$ cat src/rtl/audio_interp_fifo_if.sv
// Sample-pair input channel between the audio mixer and the DAC-side interpolator.
// valid/ready: a pair transfers on every clk edge where in_valid and in_ready are both high;
// in_valid must not depend on in_ready, and in_l/in_r must be stable while in_valid is high.
interface audio_interp_fifo_if;
  logic        in_valid;
  logic        in_ready;
  logic [15:0] in_l;
  logic [15:0] in_r;

  modport master (output in_valid, output in_l, output in_r, input in_ready);
  modport slave  (input in_valid, input in_l, input in_r, output in_ready);
endinterface

$ cat src/rtl/audio_interp_fifo.sv
// Stereo FIFO plus linear interpolator feeding offset-binary samples to the PWM/sigma-delta DAC,
// one output update per PWM frame and 2^INTERP_LOG2 updates per input sample.
module audio_interp_fifo #(
  parameter int TICK_DIV    = 32,
  parameter int INTERP_LOG2 = 4,
  parameter int FIFO_LOG2   = 2
) (
  input  logic                 clk,
  input  logic                 reset,
  audio_interp_fifo_if.slave   in_bus,
  input  logic                 mute,
  output logic [15:0]          d_l,
  output logic [15:0]          d_r,
  output logic                 underrun,
  output logic [FIFO_LOG2:0]   fifo_level
);
  localparam int DEPTH = 1 << FIFO_LOG2;
  localparam int TW    = (TICK_DIV > 1) ? $clog2(TICK_DIV) : 1;
  localparam int ACC_W = 17 + INTERP_LOG2;

  logic [TW-1:0]          tick_cnt;
  logic                   tick;
  logic                   tick_q;
  logic [INTERP_LOG2-1:0] phase;
  logic                   boundary;

  logic [31:0]            mem [DEPTH];
  logic [FIFO_LOG2-1:0]   wr_ptr;
  logic [FIFO_LOG2-1:0]   rd_ptr;
  logic [FIFO_LOG2:0]     level;
  logic                   fifo_empty;
  logic                   push;
  logic                   pop;

  // Channel index 0 is left, 1 is right.
  logic signed [15:0]      prev    [2];
  logic signed [15:0]      cur     [2];
  logic signed [15:0]      cur_nxt [2];
  logic signed [15:0]      head    [2];
  logic signed [16:0]      delta   [2];
  logic signed [ACC_W-1:0] acc     [2];
  logic [15:0]             d_q     [2];

  assign tick       = (tick_cnt == TW'(TICK_DIV - 1));
  assign boundary   = tick && (phase == '1);
  assign fifo_empty = (level == '0);
  assign push       = in_bus.in_valid && in_bus.in_ready;
  assign pop        = boundary && !fifo_empty;

  // Full blocks a push even when a boundary pop frees a slot in the same cycle.
  assign in_bus.in_ready = !reset && (level != (FIFO_LOG2+1)'(DEPTH));

  assign fifo_level = level;
  assign d_l        = d_q[0];
  assign d_r        = d_q[1];
  assign head[0]    = mem[rd_ptr][31:16];
  assign head[1]    = mem[rd_ptr][15:0];

  always_comb begin
    for (int ch = 0; ch < 2; ch++) begin
      cur_nxt[ch] = cur[ch];
      if (mute)
        cur_nxt[ch] = '0;
      else if (!fifo_empty)
        cur_nxt[ch] = head[ch];
    end
  end

  // Storage is not reset; occupancy and pointers define what is valid.
  always_ff @(posedge clk) begin
    if (push)
      mem[wr_ptr] <= {in_bus.in_l, in_bus.in_r};
  end

  always_ff @(posedge clk) begin
    if (reset) begin
      tick_cnt <= '0;
      tick_q   <= 1'b0;
      phase    <= '0;
      wr_ptr   <= '0;
      rd_ptr   <= '0;
      level    <= '0;
      underrun <= 1'b0;
      for (int ch = 0; ch < 2; ch++) begin
        prev[ch]  <= '0;
        cur[ch]   <= '0;
        delta[ch] <= '0;
        acc[ch]   <= '0;
        d_q[ch]   <= 16'h8000;
      end
    end else begin
      tick_cnt <= tick ? '0 : tick_cnt + TW'(1);
      tick_q   <= tick;

      if (push)
        wr_ptr <= wr_ptr + FIFO_LOG2'(1);
      if (pop)
        rd_ptr <= rd_ptr + FIFO_LOG2'(1);
      case ({push, pop})
        2'b10:   level <= level + (FIFO_LOG2+1)'(1);
        2'b01:   level <= level - (FIFO_LOG2+1)'(1);
        default: level <= level;
      endcase

      underrun <= boundary && !mute && fifo_empty;

      if (tick) begin
        phase <= phase + INTERP_LOG2'(1);
        for (int ch = 0; ch < 2; ch++) begin
          if (boundary) begin
            // Restart the ramp from the old cur, which becomes the new prev.
            prev[ch]  <= cur[ch];
            cur[ch]   <= cur_nxt[ch];
            acc[ch]   <= {cur[ch][15], cur[ch], {INTERP_LOG2{1'b0}}};
            delta[ch] <= {cur_nxt[ch][15], cur_nxt[ch]} - {cur[ch][15], cur[ch]};
          end else begin
            acc[ch] <= acc[ch] + {{(ACC_W-17){delta[ch][16]}}, delta[ch]};
          end
        end
      end

      // Output register follows the accumulator one cycle later so it holds a full frame.
      if (tick_q) begin
        for (int ch = 0; ch < 2; ch++)
          d_q[ch] <= acc[ch][INTERP_LOG2 +: 16] ^ 16'h8000;
      end
    end
  end
endmodule

$ cat src/flat_wrapper.sv
// flat-port wrapper written by rule: the top's interface ports become plain ports
module audio_interp_fifo_flat 
#(
  parameter int TICK_DIV    = 32,
  parameter int INTERP_LOG2 = 4,
  parameter int FIFO_LOG2   = 2
)
  (clk, reset, mute, d_l, d_r, underrun, fifo_level, in_bus_in_valid, in_bus_in_l, in_bus_in_r, in_bus_in_ready);
  audio_interp_fifo_if in_bus_i ();
  input  logic clk;
  input  logic reset;
  input  logic mute;
  output logic [15:0] d_l;
  output logic [15:0] d_r;
  output logic underrun;
  output logic [FIFO_LOG2:0] fifo_level;
  input wire logic [$bits(in_bus_i.in_valid)-1:0] in_bus_in_valid;
  input wire logic [$bits(in_bus_i.in_l)-1:0] in_bus_in_l;
  input wire logic [$bits(in_bus_i.in_r)-1:0] in_bus_in_r;
  output wire logic [$bits(in_bus_i.in_ready)-1:0] in_bus_in_ready;
  assign in_bus_i.in_valid = in_bus_in_valid;
  assign in_bus_i.in_l = in_bus_in_l;
  assign in_bus_i.in_r = in_bus_in_r;
  assign in_bus_in_ready = in_bus_i.in_ready;
  audio_interp_fifo #(.TICK_DIV(TICK_DIV), .INTERP_LOG2(INTERP_LOG2), .FIFO_LOG2(FIFO_LOG2)) u_core (.clk(clk), .reset(reset), .in_bus(in_bus_i), .mute(mute), .d_l(d_l), .d_r(d_r), .underrun(underrun), .fifo_level(fifo_level));
endmodule
$ cat config.mk
export PLATFORM = sky130hd
export DESIGN_NAME = audio_interp_fifo_flat
export DESIGN_NICKNAME = d
export VERILOG_FILES = /design/src/rtl/audio_interp_fifo_if.sv /design/src/rtl/audio_interp_fifo.sv /design/src/flat_wrapper.sv
export SDC_FILE = /design/constraint.sdc
export NUM_CORES = 1
export LEC_CHECK = 0
export BUFFER_PORTS_ARGS = -buffer_cell sky130_fd_sc_hd__buf_4
export CAP_MARGIN = 10
export CORE_ASPECT_RATIO = 0.8
export CORE_MARGIN = 2
export CORE_UTILIZATION = 66
export DETAILED_ROUTE_END_ITERATION = 8
export GPL_ROUTABILITY_DRIVEN = 0
export PLACE_DENSITY = 0.91
export SKIP_CTS_REPAIR_TIMING = 1
export SYNTH_ARGS = -nofsm -noshare
export SYNTH_HDL_FRONTEND = slang
export SYNTH_SLANG_ARGS = --single-unit
$ cat constraint.sdc
create_clock -name clk -period 9 [get_ports clk]
set_clock_uncertainty 0.05 [all_clocks]
set_input_delay 1.35 -clock clk [delete_from_list [all_inputs] [get_ports clk]]
set_output_delay 1.35 -clock clk [all_outputs]
set_load 0.005 [all_outputs]
==> impl_metrics.json, run 1 <==
{
  "yosys.area_share.xor_xnor_pct": 3.29,
  "yosys.cell_types.count": 64,
  "i_o_pins": 73,
  "holdWs_ps": 408,
  "setup.worst_path.end_class": "register",
  "synth_adder_area_share_pct": 7.49,
  "drtIter0Drc": 819,
  "number_of_enable_type_register_cells_in_the_synthesized_netlist": 266,
  "synth_compound_gate_area_share_pct": 9.26,
  "min-delay-path-class": "register to register",
  "synthMuxAreaShare_pct": 7.46,
  "antenna-diode-count": 0,
  "mappedNetlistNets": 1248,
  "worst-endpoint-arrival_ps": 4240,
  "power_density_mw_per_mm2": 184,
  "cts.reportedPaths.clkPinSlew_ps": 60,
  "worst-path-buf-inv": 2,
  "worst_hold_path.num_cells": 1,
  "worstMarginPinSlew_ps": 1110,
  "clock-sinks": 286,
  "main_combinational_cell_family_by_area_after_synthesis": "simple AND/OR/NAND/NOR gates",
  "synth-seq-area-share_pct": 58.4,
  "synthMostInstantiatedCell": "edfxtp_1",
  "power.leakage_nw": 6.11,
  "grt_first_pass_wirelength_um": 47500,
  "final_design_area_no_fill_mm2": 0.0160,
  "final_hold_viol_count": 0,
  "detailed_place_hpwl_um": 20100,
  "globalRoute.totalOverflow": 0,
  "final_layout_size_suffix_gt1_share_pct": 13.5,
  "layout_min_cycle_time_ps": 4020,
  "register_area_mm2": 0.00839,
  "grt_max_degree": 80,
  "die_width_um": 169,
  "multi_input_combinational_cell_area_mm2": 0.00558,
  "crit_fanout": 32,
  "fmax_mhz": 249,
  "avgRoutedWirePerCell_um": 20.2,
  "routed_wl_um": 30100,
  "floorplan.initialDensity_pct": 67.0,
  "finish.net_count": 1316,
  "port_buffers": 72,
  "vias_in_the_first_global_route": 8802,
  "synth_ff_type": "edfxtp_1",
  "design.core.area_mm2": 0.0214,
  "rsz_0062_raised_after_global_routing": "false",
  "cts-buffers-inserted": 27,
  "timing.setup.tns_ps": 0,
  "syn_avg_cell_area_um2": 12.7,
  "post_synth_design_cell_area_mm2": 0.0144,
  "syn_to_final_growth_pct": 11.7,
  "final.period_utilization_pct": 44.6,
  "yosys-top-cells-area": "edfxtp_1 56%, ha_1 6.8%, mux4_2 5.0%, dfxtp_1 2.8%, nor2_1 2.8%",
  "cts_max_path_buffers": 3,
  "worst_path_largest_cell_delay_ps": 590,
  "worst-path-stages": 13,
  "grt_antenna_before_repair": 0,
  "drcViolationCount": 0,
  "yosys.area_share.simple_pct": 11.3,
  "antenna_violating_nets_post_route": 0,
  "ff_to_ff_path_depth": 13,
  "die_y_um": 136,
  "number_of_violations_of_the_max_capacitance_limit": 0,
  "ctsRootBufferMaster": "clkbuf_16",
  "num_vias": 9421,
  "async_flop_share_pct": 0,
  "yosysTopAreaCell": "edfxtp_1",
  "final.fill_count": 1351,
  "placement.cell_area_mm2": 0.0152,
  "startpoint_type": "register",
  "final-setup-viol-count": 0,
  "class_of_the_most_critical_setup_path": "register to register",
  "globalRouteTotalUtil_pct": 26.6,
  "ys.warnings.count": 0,
  "cts_max_level": 1,
  "num_rows": 48,
  "detail_route.first_pass.iterations": 5,
  "setup_slack_on_the_worst_flop_to_flop_path_ps": 4980,
  "worst_skew_pair.late_latency_ps": 560,
  "worst-endpoint-required_ps": 9220,
  "ys_ff_latch": 286,
  "vdd_drop_max_mv": 0.228,
  "tritoncts": "yes",
  "synth_common_cells": "266 x edfxtp_1, 106 x nor2_1, 78 x ha_1, 63 x nand2_1, 56 x inv_1",
  "via_per_inst": 6.31,
  "timing.final.max_slew_violations": 0,
  "die_area_mm2": 0.0230,
  "timing.max_slew.rel_slack_pct": 26.3,
  "critical_path.cell_chain": "buf_4, mux4_2, mux2i_1, or2_1, inv_1, ha_1, nor2b_1, o2111ai_1, a31oi_1, a221o_1, o41a_1, xnor2_1, nor2_1",
  "cpMaxStageDelayCell": "mux4_2",
  "synthesis.instances": 1129,
  "kind_of_cell_adding_the_most_delay_to_the_critical_path": "compound AO/OA/AOI/OAI gates",
  "outcome": "completed",
  "synth.top_cell.area_share_pct": 55.6
}
[where the power goes]
part / leakage [nW] / internal, mW / switching [mW] / total (mW)
logic: 2.94 / 0.120 / 0.171 / 0.292
clock network: 0.422 / 0.665 / 0.476 / 1.14
registers: 2.74 / 1.49 / 0.0214 / 1.51
[cell families (layout without fill, tap and decap cells)]
family / count (synthesis) / in the layout
muxes: 67 / 67
buffers and inverters: 102 / 191
DFF: 286 / 286
xor gates and xnor gates: 54 / 54
AOI/OAI and AO/OA: 199 / 199
adders and majority gates: 83 / 83
and+or+nand+nor: 338 / 338
[cell type report]
| type | count | share of cell area, % |
|---|---|---|
| clock buffers | 45 | 4.76 |
| clock inverters | 5 | 0.718 |
| inverters | 57 | 1.33 |
| multi-input cells | 741 | 34.8 |
| flip-flops and latches | 286 | 52.3 |
| well taps | 275 | 2.15 |
| repair buffers | 84 | 3.93 |
[flip-flops by register name, summed over array words and instances (netlist names), named ones only]
| register | count |
|---|---|
| u_core.mem | 128 |
| u_core.acc | 40 |
| u_core.delta | 34 |
| u_core.cur | 32 |
| u_core.d_q | 32 |
| u_core.tick_cnt | 5 |
| u_core.phase | 4 |
| u_core.fifo_level | 3 |
| u_core.rd_ptr | 2 |
| u_core.wr_ptr | 2 |
| u_core.tick_q | 1 |
| u_core.underrun | 1 |
[metal layers]
| layer | vias up | wire length [um] | GRT usage, % |
|---|---|---|---|
| met5 | - | 0 | 0 |
| met4 | 0 | 764 | 7.09 |
| met3 | 59 | 3130 | 5.04 |
| met2 | 523 | 13000 | 39.9 |
| met1 | 4483 | 13200 | 40.4 |
| li1 | 4356 | - | - |
[worst paths after layout]
kind / from / to
setup / recovery: register / u_core.delta[0][30]
hold / removal: u_core.tick_cnt[0] / u_core.tick_cnt[0]
setup reg to reg: register / u_core.delta[0][30]
hold reg to reg: u_core.tick_cnt[0] / u_core.tick_cnt[0]
[stage by stage]
step	utilization, %	std cells	power, mW	setup slack, ps
2_1_floorplan	-	1129	1.74	4970
3_3_place_gp	70.7	1443	1.81	4860
3_5_place_dp	70.7	1443	1.82	4790
4_1_cts	74.8	1493	2.95	4980
5_1_grt	74.8	1493	3.03	4760
6_report	74.8	1493	2.95	4980
[layout by cell type, fill, tap and decap left out, types with 32 or more instances in the layout]
cell / Yosys / final
ha_1: 78 / 78
nor2_1: 106 / 106
inv_1: 56 / 56
buf_4: 1 / 84
a21oi_1: 55 / 55
mux2i_1: 35 / 35
edfxtp_1: 266 / 266
mux4_2: 32 / 32
and2_1: 33 / 33
nor3_1: 43 / 43
nand2_1: 63 / 62
No activity file was read; power rests on OpenSTA's default activity.
==> run 2: changes to the inputs <==
- CORE_UTILIZATION: 66 -> 62
- PLACE_DENSITY: 0.91 -> 0.87
- clock period: 9 -> 4.16 ns (I/O delays scaled with it)
==> run 2 against run 1 <==
Against the previous run:
- combinational power is 120% higher
- global-route usage shrank 1.9 points
- wire length down 1.5%
- via count decreased by 1.3%
- fmax is 5.2% higher
- clock-buffer cell count is 16 lower
- sequential share of layout area decreased by 0.44 points
- register-to-register slack worse by 4600 ps
- utilization shrank 3.3 points
- first-iteration DRC count fell by 20%
- largest cell class unchanged
- largest power group unchanged
- highest routed layer is now met5
==> impl_metrics.json, run 2 (synthesis gave the netlist of run 1 again) <==
{
  "largest_registers": "u_core.mem: 128 flops, u_core.acc: 40 flops, u_core.delta: 34 flops",
  "final_layout_size_suffix_gt1_share_pct": 15.0,
  "maxUsedRoutingLayer": "met5",
  "drtIter0Drc": 657,
  "final.period_utilization_pct": 91.8,
  "met3RoutedLength_um": 2570,
  "totalPowerFinal_mw": 6.29,
  "timing.max_slew.rel_slack_pct": 27.1,
  "number_of_violations_of_the_max_capacitance_limit": 0,
  "layout.cells.most_common": "edfxtp_1",
  "crit-reg2reg-capture": "u_core.delta[0][31]",
  "hold_worst_path_end": "u_core.mem[0][8]",
  "min-delay-path-class": "input port to register",
  "num_vias": 9294,
  "vias_in_the_first_global_route": 8871,
  "layout_min_cycle_time_ps": 3820,
  "timing.final.max_slew_violations": 0,
  "detailed_place_hpwl_um": 20900,
  "cts.reportedPaths.clkPinSlew_ps": 60,
  "globalRouteTotalUtil_pct": 24.6,
  "detail_route.first_pass.iterations": 5,
  "die_area_mm2": 0.0244,
  "die_width_um": 174,
  "cts-buffers-inserted": 27,
  "antenna-diode-count": 0,
  "cts_max_path_buffers": 3,
  "vdd_drop_max_mv": 0.434,
  "final.fill_count": 1454,
  "met2_length_um": 13000,
  "drcViolationCount": 0,
  "antenna_violating_nets_post_route": 0,
  "syn_to_final_growth_pct": 12.6,
  "i_o_pins": 73,
  "worst-endpoint-arrival_ps": 4050,
  "crit_fanout": 20,
  "ctsRootBufferMaster": "clkbuf_16",
  "num_rows": 49,
  "rsz_0062_raised_after_global_routing": "false",
  "grt_antenna_before_repair": 1,
  "floorplan.initialDensity_pct": 63.5,
  "setup.worst_path.end_class": "register",
  "mostFrequentLayoutCells": "266 x edfxtp_1, 106 x nor2_1, 96 x buf_4",
  "setup_slack_on_the_worst_flop_to_flop_path_ps": 340,
  "largest_register": "u_core.mem",
  "routed_wl_um": 29600,
  "fmax_mhz": 262,
  "clock-sinks": 286,
  "final-setup-viol-count": 0,
  "finish.net_count": 1329,
  "worst_skew_pair.late_latency_ps": 540,
  "tritoncts": "yes",
  "outcome": "completed",
  "worst-endpoint-required_ps": 4400,
  "hp-start": "in_bus_in_r[8]",
  "final_hold_viol_count": 0,
  "cts_max_level": 1,
  "worstMarginPinSlew_ps": 1090,
  "via_per_inst": 6.05,
  "design.core.area_mm2": 0.0226,
  "power_density_mw_per_mm2": 389,
  "port_buffers": 72,
  "largest_register_ff_count": 128,
  "worst_setup_path_start": "u_core.fifo_level[2]",
  "die_y_um": 140,
  "met1Wirelength_um": 13500,
  "timing.setup.tns_ps": 0,
  "worst_hold_path.num_cells": 1,
  "power.leakage_nw": 6.18,
  "crit-reg2reg-launch": "u_core.fifo_level[2]",
  "globalRoute.totalOverflow": 0,
  "ff_to_ff_path_depth": 13,
  "grt_max_degree": 46,
  "grt_first_pass_wirelength_um": 47500,
  "avgRoutedWirePerCell_um": 19.3,
  "class_of_the_most_critical_setup_path": "register to register",
  "startpoint_type": "register"
}
==> run 2: changes by cell type in the layout (fill, tap and decap cells not counted), sizes merged <==
cell and delta:
clkbuf -16, clkinv +15, buf +13, clkinvlp +1
==> run 2: how the worst max path moves through the flow <==
stage | endpoint | slack (ps) | cells after the start
after global routing | u_core.delta[0][31] | 80 | 13
after global placement | u_core.delta[0][31] | 560 | 13
after detailed placement | u_core.delta[0][31] | 410 | 13
after CTS | u_core.delta[0][31] | 370 | 13
final | u_core.delta[0][31] | 340 | 13
after floorplan | u_core.delta[0][30] | 730 | 12
==> run 2: critical path: stages, from the launching register on <==
cell      delay, ps
dfxtp_1         340
or3_2           710
buf_4           340
mux2i_1         140
or2_1           250
ha_1            230
fa_1            380
nor2b_1         200
o211ai_1        130
a21oi_1         250
o21ai_1         130
a31oi_1         180
xnor2_1         150
nor2_1           60
==> run 2: final cells by class <==
cell class / count / area, um^2 / share of cell area, %
well taps: 306 / 383 / 2.37
multi-input cells: 741 / 5580 / 34.5
inverters: 57 / 214 / 1.32
clock buffers: 29 / 683 / 4.22
flip-flops and latches: 286 / 8390 / 51.9
clock inverters: 21 / 181 / 1.12
repair buffers: 97 / 741 / 4.58
==> run 2: where the power goes <==
| group | leakage, nW | switching [mW] | total, mW | internal [mW] |
|---|---|---|---|---|
| Clock | 0.429 | 1.02 | 2.39 | 1.37 |
| Sequential | 2.74 | 0.0443 | 3.27 | 3.23 |
| Combinational | 3.01 | 0.369 | 0.629 | 0.260 |
| Total | 6.18 | 1.43 | 6.29 | 4.86 |
==> run 2: metrics by stage <==
step / util [%] / setup slack (ps) / area, um^2 / std cells / hold WS, ps
2_1_floorplan: - / 731 / 14400 / 1129 / 368
3_3_place_gp: 67.7 / 565 / 15300 / 1487 / 377
3_5_place_dp: 67.7 / 415 / 15300 / 1487 / 388
4_1_cts: 71.5 / 366 / 16200 / 1537 / 213
5_1_grt: 71.5 / 83.7 / 16200 / 1537 / 214
6_report: 71.5 / 340 / 16200 / 1537 / 229
==> run 2: per-layer routing <==
layer | up-vias | GRT usage, %
li1 | 4383 | -
met1 | 4452 | 37.6
met2 | 407 | 37.1
met3 | 50 | 4.78
met4 | 2 | 5.57
met5 | - | 0
